### config.mk
export PLATFORM = sky130hd
export DESIGN_NAME = mem_stage_wbuf
export DESIGN_NICKNAME = d
export VERILOG_FILES = /design/src/rtl/mem_stage_wbuf.sv
export SDC_FILE = /design/constraint.sdc
export NUM_CORES = 1
export LEC_CHECK = 0
export ABC_CLOCK_PERIOD_IN_PS = 4520
export CAP_MARGIN = 0
export CELL_PAD_IN_SITES_DETAIL_PLACEMENT = 0
export CELL_PAD_IN_SITES_GLOBAL_PLACEMENT = 1
export CORE_ASPECT_RATIO = 1.2
export CORE_MARGIN = 2
export CORE_UTILIZATION = 42
export CTS_CLUSTER_DIAMETER = 200
export DETAILED_ROUTE_END_ITERATION = 7
export GPL_TIMING_DRIVEN = 0
export HOLD_SLACK_MARGIN = 0.1
export PLACE_DENSITY = 0.8
export SLEW_MARGIN = 5
export SYNTH_ARGS = -nofsm -noshare
export SYNTH_HDL_FRONTEND = slang
export SYNTH_SLANG_ARGS = --single-unit
### constraint.sdc
create_clock -name clk -period 4.52 [get_ports clk]
set_input_delay 0.904 -clock clk [delete_from_list [all_inputs] [get_ports clk]]
set_output_delay 0.904 -clock clk [all_outputs]
set_load 0.03 [all_outputs]
### src/rtl/mem_stage_wbuf.sv
// MEM pipeline stage: scratchpad port, posted-write buffer and a single-master bus FSM.
// Bus loads are ordered behind all buffered stores; the MEM/WB register holds while busy.
module mem_stage_wbuf #(
  parameter int unsigned DATA_W     = 32,
  parameter int unsigned ADDR_W     = 30,
  parameter int unsigned WBUF_DEPTH = 4,
  parameter logic [2:0]  SPM_SEL    = 3'b011
) (
  input  logic                clk,
  input  logic                reset,
  input  logic                stall,
  input  logic                flush,
  output logic                busy,
  input  logic                ex_en,
  input  logic [1:0]          ex_mem_op,
  input  logic [ADDR_W+1:0]   ex_out,
  input  logic [DATA_W-1:0]   ex_mem_wr_data,
  output logic [ADDR_W-1:0]   spm_addr,
  output logic                spm_as_,
  output logic                spm_rw,
  output logic [DATA_W-1:0]   spm_wr_data,
  input  logic [DATA_W-1:0]   spm_rd_data,
  output logic                bus_req_,
  output logic                bus_as_,
  output logic                bus_rw,
  output logic [ADDR_W-1:0]   bus_addr,
  output logic [DATA_W-1:0]   bus_wr_data,
  input  logic                bus_grnt_,
  input  logic                bus_rdy_,
  input  logic [DATA_W-1:0]   bus_rd_data,
  output logic [DATA_W-1:0]   fwd_data,
  output logic                mem_en,
  output logic                mem_miss_align,
  output logic [DATA_W-1:0]   mem_out,
  output logic                wbuf_empty
);

  localparam int unsigned BA_W  = ADDR_W + 2;
  localparam int unsigned IDX_W = $clog2(WBUF_DEPTH);
  localparam int unsigned PTR_W = IDX_W + 1;

  typedef enum logic [1:0] {S_IDLE, S_REQ, S_ACCESS, S_WAIT} state_t;

  state_t state, state_n;

  logic is_ld, is_st, access, mis, is_spm, aligned_acc;
  logic spm_acc, bus_st, bus_ld;
  logic [PTR_W-1:0] wr_ptr, rd_ptr, count;
  logic fifo_empty, full, push, pop;
  logic [ADDR_W-1:0] fa [WBUF_DEPTH];
  logic [DATA_W-1:0] fd [WBUF_DEPTH];
  logic start_wr, start_rd;
  logic rd_live, rd_valid, ld_done, pend_ld;
  logic [DATA_W-1:0] rd_buf;

  // Operation decode; flushed accesses have no side effects
  assign is_ld       = ex_en && (ex_mem_op == 2'b01);
  assign is_st       = ex_en && (ex_mem_op == 2'b10);
  assign access      = is_ld || is_st;
  assign mis         = access && (ex_out[1:0] != 2'b00);
  assign is_spm      = (ex_out[BA_W-1 -: 3] == SPM_SEL);
  assign aligned_acc = access && !mis && !flush;
  assign spm_acc     = aligned_acc && is_spm;
  assign bus_st      = aligned_acc && !is_spm && is_st;
  assign bus_ld      = aligned_acc && !is_spm && is_ld;

  assign spm_as_     = !spm_acc;
  assign spm_rw      = is_st;
  assign spm_addr    = ex_out[BA_W-1:2];
  assign spm_wr_data = ex_mem_wr_data;

  // Posted-write FIFO; a store is pushed once, when the stage actually retires it
  assign count      = wr_ptr - rd_ptr;
  assign fifo_empty = (count == '0);
  assign full       = (count == PTR_W'(WBUF_DEPTH));
  assign push       = bus_st && !full && !stall;
  assign pop        = (state == S_WAIT) && !bus_rdy_ && bus_rw;

  always_ff @(posedge clk) begin
    if (!reset) begin
      wr_ptr <= '0;
      rd_ptr <= '0;
    end else begin
      if (push) wr_ptr <= wr_ptr + PTR_W'(1);
      if (pop)  rd_ptr <= rd_ptr + PTR_W'(1);
    end
  end

  always_ff @(posedge clk) begin
    if (push) begin
      fa[wr_ptr[IDX_W-1:0]] <= ex_out[BA_W-1:2];
      fd[wr_ptr[IDX_W-1:0]] <= ex_mem_wr_data;
    end
  end

  assign ld_done = (state == S_WAIT) && !bus_rdy_ && !bus_rw && rd_live;
  assign pend_ld = bus_ld && !rd_valid && !rd_live && fifo_empty;

  always_ff @(posedge clk) begin
    if (!reset) state <= S_IDLE;
    else        state <= state_n;
  end

  // Bus master next-state; buffered writes win over the pending read
  always_comb begin
    state_n  = state;
    start_wr = 1'b0;
    start_rd = 1'b0;
    bus_req_ = 1'b1;
    bus_as_  = 1'b1;
    case (state)
      S_IDLE: if (!fifo_empty || pend_ld) state_n = S_REQ;
      S_REQ: begin
        bus_req_ = 1'b0;
        if (fifo_empty && !pend_ld) begin
          state_n = S_IDLE;
        end else if (!bus_grnt_) begin
          state_n = S_ACCESS;
          if (!fifo_empty) start_wr = 1'b1;
          else             start_rd = 1'b1;
        end
      end
      S_ACCESS: begin
        bus_req_ = 1'b0;
        bus_as_  = 1'b0;
        state_n  = S_WAIT;
      end
      S_WAIT: begin
        bus_req_ = 1'b0;
        if (!bus_rdy_) state_n = S_IDLE;
      end
      default: state_n = S_IDLE;
    endcase
  end

  always_ff @(posedge clk) begin
    if (!reset) begin
      bus_addr    <= '0;
      bus_wr_data <= '0;
      bus_rw      <= 1'b0;
    end else if (start_wr) begin
      bus_addr    <= fa[rd_ptr[IDX_W-1:0]];
      bus_wr_data <= fd[rd_ptr[IDX_W-1:0]];
      bus_rw      <= 1'b1;
    end else if (start_rd) begin
      bus_addr    <= ex_out[BA_W-1:2];
      bus_wr_data <= '0;
      bus_rw      <= 1'b0;
    end
  end

  // Read tracking: flush orphans an in-flight read; data is kept if it lands under stall
  always_ff @(posedge clk) begin
    if (!reset) begin
      rd_live  <= 1'b0;
      rd_valid <= 1'b0;
      rd_buf   <= '0;
    end else begin
      if (start_rd)                                    rd_live <= 1'b1;
      else if (flush || ((state == S_WAIT) && !bus_rdy_)) rd_live <= 1'b0;
      if (flush)        rd_valid <= 1'b0;
      else if (ld_done) rd_valid <= stall;
      else if (!stall)  rd_valid <= 1'b0;
      if (ld_done) rd_buf <= bus_rd_data;
    end
  end

  assign busy       = (bus_st && full) || (bus_ld && !rd_valid && !ld_done);
  assign wbuf_empty = fifo_empty &&
                      !(((state == S_ACCESS) || (state == S_WAIT)) && bus_rw);

  always_comb begin
    fwd_data = '0;
    if (!access)
      fwd_data = DATA_W'(ex_out);
    else if (!mis && is_ld)
      fwd_data = is_spm ? spm_rd_data : (rd_valid ? rd_buf : bus_rd_data);
  end

  // MEM/WB pipeline register
  always_ff @(posedge clk) begin
    if (!reset || flush) begin
      mem_en         <= 1'b0;
      mem_out        <= '0;
      mem_miss_align <= 1'b0;
    end else if (!(stall || busy)) begin
      mem_en         <= ex_en;
      mem_out        <= fwd_data;
      mem_miss_align <= mis;
    end
  end

endmodule

==> results.ini <==
[die]
start_util_pct=42.4
fp.dieH_um=220
num_rows=79
coreArea_um2=38600
dieArea_um2=40600
fp.dieW_um=184
pin_count=334

[critical_path]
ff2ff_setup_slack_ns=1.49
cp-start-kind=input port
path_class=in2out
rr_startpoint=wr_ptr[0]
reg2reg_to=fd[3][6]
arrival_ns=3.54
cp_max_fo=10
r2r_cells=7
endpoint_kind=primary output
worstPathRequired_ns=3.62

[yosys]
synth_top_family_by_area=multiplexers
synth_cells=1211
synth_edf_count=248
synth_fa_ha_area_share_pct=0.535
synthArstFlopShare_pct=0
seq_area_frac_synth_pct=62.7
synthFlopType=edfxtp_1
syn-num-nets=1355
synthSimpleGateAreaFrac_pct=6.15
syn_area_um2=16400
syn_avg_cell_area_um2=13.5
synth-xor-area-share_pct=0.466
synth_seq_cells=389
yosys_warnings=0
synthDistinctLibCells=52
synth_mux_area_share_pct=12.7
synth_compound_area_share_pct=11.7

[cells_and_area]
fin_area_um2=21800
final_cell_mix=clkdlybuf4s50_1, edfxtp_1, nand2_1, dfxtp_1, a21oi_1
nFillCells=3182
final_common_cell=clkdlybuf4s50_1
areaGrowthSynthToFinish_pct=33.2
nets=1733
seq_area_um2=10300
final_core_util_pct=56.4
multiInputGateArea_um2=5210
n_antenna_cell=0
drive_gt1_share_pct=16.5
fin_cells=2145

[sta]
relSlewSlack_pct=37.2
hold_ws_ns=0.451
rsz0062_at_grt=false
worst_pin_slew_ns=0.935
finalCritPeriodShare_pct=98.2
timing.setup.tns_ns=0
skew_ns=0.0189
hold_viol_final=0
min_period_ns=4.44
setup_viol=0
finalMaxSlewViolations=0
maxClockFrequency_mhz=225
worst_slack_ns=0.0804

[routing]
routed_wl_mm=47.3
num_vias=11500
first_pass_iters=5
drc=0
routedWlPerCell_um=22.1
vias_per_cell=5.38
antenna_left=0
drtIter0Drc=695

[global_routing]
grt_pass1_wl_mm=70.4
antenna_found_initial=0
grt_start_max_net_pins=49
grt_usage_pct=23.1
grt_pass1_vias=11800
grt_overflow=0

[placement]
gp_congestion=0.887
port_buffers=332
dp_hpwl_mm=33.2
placed_cell_area_um2=20500
placed_cells=2073
pre_cts_slack_ns=-0.187

[clocking]
cts_setup_buffers=0
clkTransAtPathRegs_ns=0.06
cts_max_level=2
tritoncts=done
root_buffer=clkbuf_16
clk_latency_ns=0.54
cts_max_path_buffers=3
clock_sinks=389
cts_buffers=40

[pwr]
ir_worst_vdd_mv=0.307
p_total_mw=7.72
p_leak_nw=7.57
powerDensity_nw_per_um2=354

[hold_path]
worst_hold_path.endpoint=rd_buf[21]
hold_path_class=reg2reg
min_from=rd_buf[21]
whs_path_depth=2

[run]
maxCapViolCount=0

[outcome]
status=finished, final reports clean

cells in the mapped netlist (2+ instances only):
library cell	n	area (µm²)
xnor2_1	2	17.5
clkbuf_1	64	240
o21ai_0	35	175
edfxtp_1	248	7450
nor2b_1	2	12.5
mux2i_1	33	330
nand3_1	3	15.0
and2_1	5	31.3
nand2_1	197	739
nand4b_1	2	17.5
a21oi_1	98	490
o2bb2ai_1	32	280
mux2_2	32	360
o2111ai_1	32	280
o211a_1	2	20.0
or3_1	3	18.8
buf_2	30	150
xor2_1	3	26.3
mux4_2	62	1400
buf_4	65	488
o311ai_1	10	87.6
a311oi_1	31	272
nor2_1	10	37.5
buf_1	3	11.3
o311ai_0	24	210
inv_1	8	30.0
nor3_1	2	10.0
ha_1	7	87.6
dfxtp_1	141	2820
nand3b_1	3	22.5
repair_timing:
item                       4_1_cts  5_1_grt
hold buffers                     0        0
pin swaps                        0        0
cloned                           0        0
hold endpoints to repair         0        0
gates resized for setup         13       19
setup endpoints to repair       31       20
worst max-delay path, stage by stage:
cell and delay, ns:
clkdlybuf4s50_1 0.53, nand3b_1 0.29, or3_1 0.34, clkbuf_1 0.19
clkbuf_1 0.27, o2bb2ai_1 0.28, clkdlybuf4s50_1 0.73
worst max-delay path by stage:
| stage | from | to | slack [ns] |
|---|---|---|---|
| final | ex_mem_op[1] | fwd_data[10] | 0.08 |
| after global routing | ex_mem_op[1] | fwd_data[20] | 0.007 |
| after CTS | ex_mem_op[0] | fwd_data[16] | -0.003 |
| after detailed placement | ex_out[31] | fwd_data[16] | -0.19 |
| after global placement | ex_out[31] | wr_ptr[2] | -1.64 |
| after floorplan | ex_out[0] | wr_ptr[2] | 0.74 |
layout make-up:
cell class / count / share of cell area, %
clock inverters: 17 / 0.883
well taps: 526 / 3.02
flip-flops and latches: 389 / 47.1
plain buffers: 162 / 4.11
repair buffers: 336 / 15.9
multi-input cells: 651 / 23.9
inverters: 9 / 0.155
clock buffers: 55 / 5.04
logic make-up after synthesis:
logic type,after synthesis
flip-flops,389
AO/OA/AOI/OAI,274
AND/OR/NAND/NOR,236
buffers and inverters,171
multiplexers,127
XOR/XNOR,7
adder cells (fa/ha/maj),7
sequential cells by signal, indices dropped and copies added, names as in the netlist, named ones only:
name,flops
fd,128
fa,120
bus_wr_data,32
mem_out,32
rd_buf,32
bus_addr,30
rd_ptr,3
wr_ptr,3
bus_rw,1
mem_en,1
mem_miss_align,1
rd_live,1
rd_valid,1
state,1
where the power goes:
part	switching, mW	total, mW	internal, mW
Combinational	0.358	0.646	0.288
Sequential	0.00569	3.79	3.78
Clock	1.35	3.29	1.93
routing by layer:
| layer | global-route usage [%] | vias to the layer above | part of all wire (%) |
|---|---|---|---|
| met1 | 28.0 | 5677 | 40 |
| li1 | - | 5348 | - |
| met3 | 4.72 | 100 | 6.5 |
| met4 | 9.15 | 0 | 3.8 |
| met2 | 40.5 | 416 | 50 |
| met5 | 0 | - | 0 |
Power figures use the tool's default switching activity.
